## config.mk

```make
export PLATFORM = sky130hd
export DESIGN_NAME = hazard_ctrl_v2
export DESIGN_NICKNAME = d
export VERILOG_FILES = /design/src/rtl/hazard_ctrl_v2.sv
export SDC_FILE = /design/constraint.sdc
export NUM_CORES = 1
export LEC_CHECK = 0
export ABC_AREA = 0
export CAP_MARGIN = 20
export CORE_MARGIN = 3
export CORE_UTILIZATION = 44
export DETAILED_ROUTE_END_ITERATION = 6
export PLACE_DENSITY = 0.86
export SYNTH_ARGS = -nofsm -noshare
export SYNTH_HDL_FRONTEND = slang
export SYNTH_SLANG_ARGS = --single-unit
```

## constraint.sdc

```tcl
create_clock -name clk -period 3.51 [get_ports clk]
set_input_delay 0.351 -clock clk [delete_from_list [all_inputs] [get_ports clk]]
set_output_delay 0.351 -clock clk [all_outputs]
set_load 0.05 [all_outputs]
```

## src/rtl/hazard_ctrl_v2.sv

```systemverilog
// Hazard/control unit for the 5-stage MIPS pipeline: forwarding selects, stall/flush
// generation, divider handshake, held exception redirect and saturating stall counters.

module hazard_ctrl_v2_sat_cnt #(
  parameter int CNT_W = 16
) (
  input  logic             clk,
  input  logic             resetn,
  input  logic             inc,
  output logic [CNT_W-1:0] cnt
);
  always_ff @(posedge clk or negedge resetn) begin
    if (!resetn)                cnt <= '0;
    else if (inc && cnt != '1)  cnt <= cnt + 1'b1;
  end
endmodule

module hazard_ctrl_v2 #(
  parameter int          REG_AW    = 5,
  parameter logic [31:0] EXC_VEC   = 32'hBFC00380,
  parameter logic [31:0] ERET_CODE = 32'h0000000E,
  parameter bit          BR_E_FWD  = 1'b1,
  parameter int          CNT_W     = 16
) (
  input  logic              clk,
  input  logic              resetn,
  input  logic [REG_AW-1:0] rsD,
  input  logic [REG_AW-1:0] rtD,
  input  logic              brD,
  input  logic [REG_AW-1:0] rsE,
  input  logic [REG_AW-1:0] rtE,
  input  logic [REG_AW-1:0] writeregE,
  input  logic [REG_AW-1:0] writeregM,
  input  logic [REG_AW-1:0] writeregW,
  input  logic              regwriteE,
  input  logic              regwriteM,
  input  logic              regwriteW,
  input  logic              memtoregE,
  input  logic              memtoregM,
  input  logic [1:0]        hilo_weE,
  input  logic [1:0]        hilo_weM,
  input  logic [1:0]        hilo_weW,
  input  logic              divE,
  input  logic              div_ready,
  output logic              div_start,
  output logic              div_cancel,
  input  logic [31:0]       excepttypeM,
  input  logic [31:0]       cp0_epcM,
  input  logic              stallreq_if,
  input  logic              stallreq_mem,
  output logic [1:0]        forwardaD,
  output logic [1:0]        forwardbD,
  output logic [1:0]        forwardaE,
  output logic [1:0]        forwardbE,
  output logic [1:0]        forwardhiloE,
  output logic              stallF,
  output logic              stallD,
  output logic              stallE,
  output logic              stallM,
  output logic              flushF,
  output logic              flushD,
  output logic              flushE,
  output logic              flushM,
  output logic              flushW,
  output logic              redirect_valid,
  output logic [31:0]       redirect_pc,
  output logic [CNT_W-1:0]  cnt_load,
  output logic [CNT_W-1:0]  cnt_div,
  output logic [CNT_W-1:0]  cnt_mem
);
  localparam logic [1:0] S_IDLE = 2'd0;
  localparam logic [1:0] S_BUSY = 2'd1;
  localparam logic [1:0] S_DONE = 2'd2;

  logic [1:0][REG_AW-1:0] src_d, src_e;
  logic [1:0][1:0]        fwd_d, fwd_e;
  logic                   except;
  logic                   d_match_e, d_match_m;
  logic                   load_stall, br_stall, div_stall, stall_any, stall_e_raw;
  logic [1:0]             div_st, div_st_nxt;
  logic                   start_c, cancel_c;
  logic                   rv_q;
  logic [31:0]            rpc_q;
  logic [2:0]             cnt_inc;
  logic [2:0][CNT_W-1:0]  cnt_q;
  logic [1:0]             fwd_hilo;

  assign src_d = {rtD, rsD};
  assign src_e = {rtE, rsE};

  // D-stage compare sources: E>M>W; E-stage ALU sources: M>W. $0 never forwards.
  for (genvar g = 0; g < 2; g++) begin : g_fwd
    always_comb begin
      fwd_d[g] = 2'b00;
      if (src_d[g] != '0) begin
        if (regwriteE && writeregE == src_d[g])      fwd_d[g] = 2'b01;
        else if (regwriteM && writeregM == src_d[g]) fwd_d[g] = 2'b10;
        else if (regwriteW && writeregW == src_d[g]) fwd_d[g] = 2'b11;
      end
    end
    always_comb begin
      fwd_e[g] = 2'b00;
      if (src_e[g] != '0) begin
        if (regwriteM && writeregM == src_e[g])      fwd_e[g] = 2'b10;
        else if (regwriteW && writeregW == src_e[g]) fwd_e[g] = 2'b01;
      end
    end
  end

  always_comb begin
    fwd_hilo = 2'b00;
    if (hilo_weE == 2'b00) begin
      if (hilo_weM != 2'b00)      fwd_hilo = 2'b01;
      else if (hilo_weW != 2'b00) fwd_hilo = 2'b10;
    end
  end

  assign except     = excepttypeM != 32'd0;
  assign d_match_e  = writeregE != '0 && (writeregE == rsD || writeregE == rtD);
  assign d_match_m  = writeregM == rsD || writeregM == rtD;
  assign load_stall = memtoregE && regwriteE && d_match_e;
  assign br_stall   = brD && ((memtoregM && d_match_m) ||
                              (!BR_E_FWD && regwriteE && d_match_e));

  // Divider handshake; DONE releases E for exactly one cycle.
  always_comb begin
    div_st_nxt = div_st;
    start_c    = 1'b0;
    cancel_c   = 1'b0;
    case (div_st)
      S_IDLE: if (divE && !except) begin
        div_st_nxt = S_BUSY;
        start_c    = 1'b1;
      end
      S_BUSY: begin
        if (except) begin
          div_st_nxt = S_IDLE;
          cancel_c   = 1'b1;
        end else if (div_ready) begin
          div_st_nxt = S_DONE;
        end
      end
      S_DONE:  div_st_nxt = S_IDLE;
      default: div_st_nxt = S_IDLE;
    endcase
  end

  always_ff @(posedge clk or negedge resetn) begin
    if (!resetn) div_st <= S_IDLE;
    else         div_st <= div_st_nxt;
  end

  assign div_stall   = (div_st == S_IDLE && divE) || div_st == S_BUSY;
  assign stall_any   = load_stall || br_stall || div_stall || stallreq_if || stallreq_mem;
  assign stall_e_raw = div_stall || stallreq_mem;

  // Redirect is held until fetch accepts it; a newer exception retargets it.
  always_ff @(posedge clk or negedge resetn) begin
    if (!resetn) begin
      rv_q  <= 1'b0;
      rpc_q <= 32'd0;
    end else if (except) begin
      rv_q  <= 1'b1;
      rpc_q <= (excepttypeM == ERET_CODE) ? cp0_epcM : EXC_VEC;
    end else if (rv_q && !stallreq_if) begin
      rv_q  <= 1'b0;
    end
  end

  assign cnt_inc = {stallreq_mem, div_stall, load_stall | br_stall};
  for (genvar g = 0; g < 3; g++) begin : g_cnt
    hazard_ctrl_v2_sat_cnt #(.CNT_W(CNT_W)) u_cnt (
      .clk    (clk),
      .resetn (resetn),
      .inc    (cnt_inc[g]),
      .cnt    (cnt_q[g])
    );
  end

  // Combinational outputs are gated so the whole block reads zero during reset.
  assign forwardaD    = resetn ? fwd_d[0] : 2'b00;
  assign forwardbD    = resetn ? fwd_d[1] : 2'b00;
  assign forwardaE    = resetn ? fwd_e[0] : 2'b00;
  assign forwardbE    = resetn ? fwd_e[1] : 2'b00;
  assign forwardhiloE = resetn ? fwd_hilo : 2'b00;
  assign div_start    = resetn && start_c;
  assign div_cancel   = resetn && cancel_c;

  assign stallF = resetn && !except && stall_any;
  assign stallD = resetn && !except && stall_any;
  assign stallE = resetn && !except && stall_e_raw;
  assign stallM = resetn && !except && stallreq_mem;

  assign flushF = resetn && (except || rv_q);
  assign flushD = resetn && (except || rv_q);
  assign flushE = resetn && (((load_stall || br_stall) && !stall_e_raw) || except);
  assign flushM = resetn && except;
  assign flushW = resetn && (except || stallreq_mem);

  assign redirect_valid = rv_q;
  assign redirect_pc    = rpc_q;
  assign cnt_load       = cnt_q[0];
  assign cnt_div        = cnt_q[1];
  assign cnt_mem        = cnt_q[2];
endmodule

```

==> impl_metrics.tcl <==
set metrics [dict create \
    skew_ps 17.2 \
    yosys-mux-area-fraction_pct 0.765 \
    synth_compound_area_share_pct 10.1 \
    grt_pass1_vias 4409 \
    ioPinCount 219 \
    clk_path_buf_depth 2 \
    status "finished clean" \
    worst_path_max_delay_cell "clkdlybuf4s50_1" \
    synth-edff-count 0 \
    grt_util_all_layers_pct 25.0 \
    p_leak_nw 2.76 \
    netlist-cell-type-count 48 \
    diodes 0 \
    fill_cells 702 \
    holdWs_ps 443 \
    hold_viol_final 0 \
    yosysTopAreaCell "dfrtp_1" \
    worstMarginPinSlew_ps 809 \
    final_cell_area_sq_mm 0.00696 \
    synth_cells 407 \
    final.setup.worst_slack_ps 383 \
    cts_tree "built" \
    crit_family "buffers and inverters" \
    dpl_worst_slack_ps 397 \
    required_ps 3160 \
    yosysMostFrequentCell "dfrtp_1" \
    synthTopCellsByArea "dfrtp_1 47%, xnor2_1 12%, xor2_1 7.3%" \
    critPathBufInv 2 \
    finalSetupViolCount 0 \
    synth_top_family_by_area "simple AND/OR/NAND/NOR gates" \
    max_freq_mhz 320 \
    fp.coreArea_sq_mm 0.00950 \
    antenna_found_initial 0 \
    numCtsBuffers 9 \
    critical_path_class "in2out" \
    path_max_fanout 4 \
    hpwl_um 11000 \
    grt_max_degree 69 \
    slew_viol_final 0 \
    cts.sinks 83 \
    max-slew-margin-rel_pct 46.1 \
    die_h_um 106 \
    ys_seq_elements 83 \
    first_pass_iters 5 \
    synth_adder_area_share_pct 0.850 \
    min_path_type "in2async" \
    grt_pass1_wl_um 22600 \
    vias 4105 \
    netlist.area_leader.share_pct 47.0 \
    ir_drop_mv 0.366 \
    start_util_pct 46.5 \
    drc 0 \
    crit_arrival_ps 2780 \
    insertion_delay_ps 360 \
    gp_congestion 0.962 \
    rows 35 \
    post-route-period-util_pct 89.1 \
    power_density_mw_per_mm2 414 \
    drt_iter0_markers 133 \
    fin_tns_setup_ps 0 \
    cts.clk_slew.worst_paths_ps 90 \
    synth.cell_area_sq_mm 0.00442 \
    cap_violations 0 \
    portBuffers 218 \
    yosys_warnings 0 \
    synthArstFlopShare_pct 100 \
    synth-seq-area-share_pct 47.0 \
    startpoint_type "input port" \
    final_nets 745 \
    antenna_left 0 \
    synth_simple_gate_area_share_pct 20.5 \
    post_cts_buffers 0 \
    crit_chain "clkdlybuf4s50_1 > xor2_1 > nor4_1 > nand3_1 > nand2b_1 > a21oi_1 > clkdlybuf4s50_1" \
    die_w_um 106 \
    vias_per_cell 5.41 \
    max_stage_delay_ps 850 \
    crit_path_frequent_cell "clkdlybuf4s50_1" \
    period_minus_slack_ps 3130 \
    grt-ovfl-total 0 \
    cts-root-buf "clkbuf_8" \
    htreeDepth 3 \
    die-area_sq_mm 0.0113 \
    layout-drive-gt1-share_pct 8.25 \
    rsz0062_at_grt "no" \
    synth-xor-area-share_pct 18.8 \
    routedWlPerCell_um 18.2 \
    critical_path.endpoint_type "output port" \
    routed_wl_um 13800 \
    placed_area_sq_mm 0.00675 \
    syn_nets 527 \
    avgSynthCellArea_sq_um 10.9 \
    syn_to_final_growth_pct 57.6 \
    ys_top_cells_by_count "83 x dfrtp_1, 58 x xnor2_1, 37 x xor2_1" \
    synth_flop_cell "dfrtp_1" \
]
layout by cell type, fill, tap and decap left out, types with 4 or more instances in the layout:
cell             Yosys  layout
nor3_1               7       7
and3_1              13      13
o22a_1              12      12
nand3_2              4       4
nand2_1             29      29
nor4_1              12      12
or4_1                5       5
and3_2               4       4
xor2_1              37      37
and3_4               4       4
clkbuf_8             0       9
dfrtp_1             83      83
a22o_1              20      20
xnor2_1             58      58
nor2_1              21      21
nand3_1             14      14
buf_4                2       6
clkdlybuf4s50_1      0     210
nand4_1             23      23
buf_12               0       5
stage by stage:
stage | util, % | cells | total power, mW
global placement | 71.0 | 742 | 2.16
finish | 73.3 | 759 | 2.88
floorplan | - | 407 | 1.74
CTS | 73.3 | 759 | 2.90
global route | 73.3 | 759 | 3.01
detailed placement | 71.0 | 742 | 2.19
what timing repair did:
action | CTS | global route
hold endpoints to repair | 15 | 0
resized for setup | 0 | 0
setup endpoints to repair | 0 | 0
hold buffers | 1 | 0
layer usage:
metal / global-route usage, % / vias up / part of all wire, %
met3: 8.74 / 28 / 9.4
met5: 0 / - / 0
met2: 41.7 / 204 / 48
met4: 7.40 / 0 / 2.5
li1: - / 1899 / -
met1: 30.6 / 1974 / 40
sequential cells by signal, indices dropped and copies added (netlist names):
name             cells
g_cnt.u_cnt.cnt     48
div_st               2
redirect_pc         32
redirect_valid       1
power by group:
part           switching, mW  internal [mW]  total (mW)
clock network          0.372          0.340       0.712
registers              0.130           1.05        1.18
logic                  0.576          0.413       0.989
final timing paths:
path	startpoint	endpoint	slack, ps	depth (start not counted)
worst min-delay path	resetn	redirect_pc[7]	440	2
worst max register to register	g_cnt[1].u_cnt.cnt[0]	g_cnt[1].u_cnt.cnt[9]	1280	8
worst min register to register	g_cnt[2].u_cnt.cnt[6]	g_cnt[2].u_cnt.cnt[6]	500	1
max in group asynchronous	resetn	g_cnt[0].u_cnt.cnt[1]	1940	3
worst max-delay path	writeregW[2]	forwardbD[0]	380	7
min in group clk	g_cnt[2].u_cnt.cnt[6]	g_cnt[2].u_cnt.cnt[6]	500	1
cell families after synthesis:
family	Yosys count
simple gates	156
buf+inv	16
flops	83
fa+ha+maj	3
mux	3
xor+xnor	95
compound gates	51
area by class of cell:
class | count | area (sq um) | area share (%)
Timing Repair Buffer | 222 | 2260 | 32.4
Sequential cell | 83 | 2080 | 29.8
Clock buffer | 9 | 124 | 1.78
Inverter | 1 | 3.75 | 0.0539
Multi-Input combinational cell | 308 | 2260 | 32.4
Clock inverter | 7 | 80.1 | 1.15
Tap cell | 129 | 161 | 2.32
(Power assumes the default switching activity.)
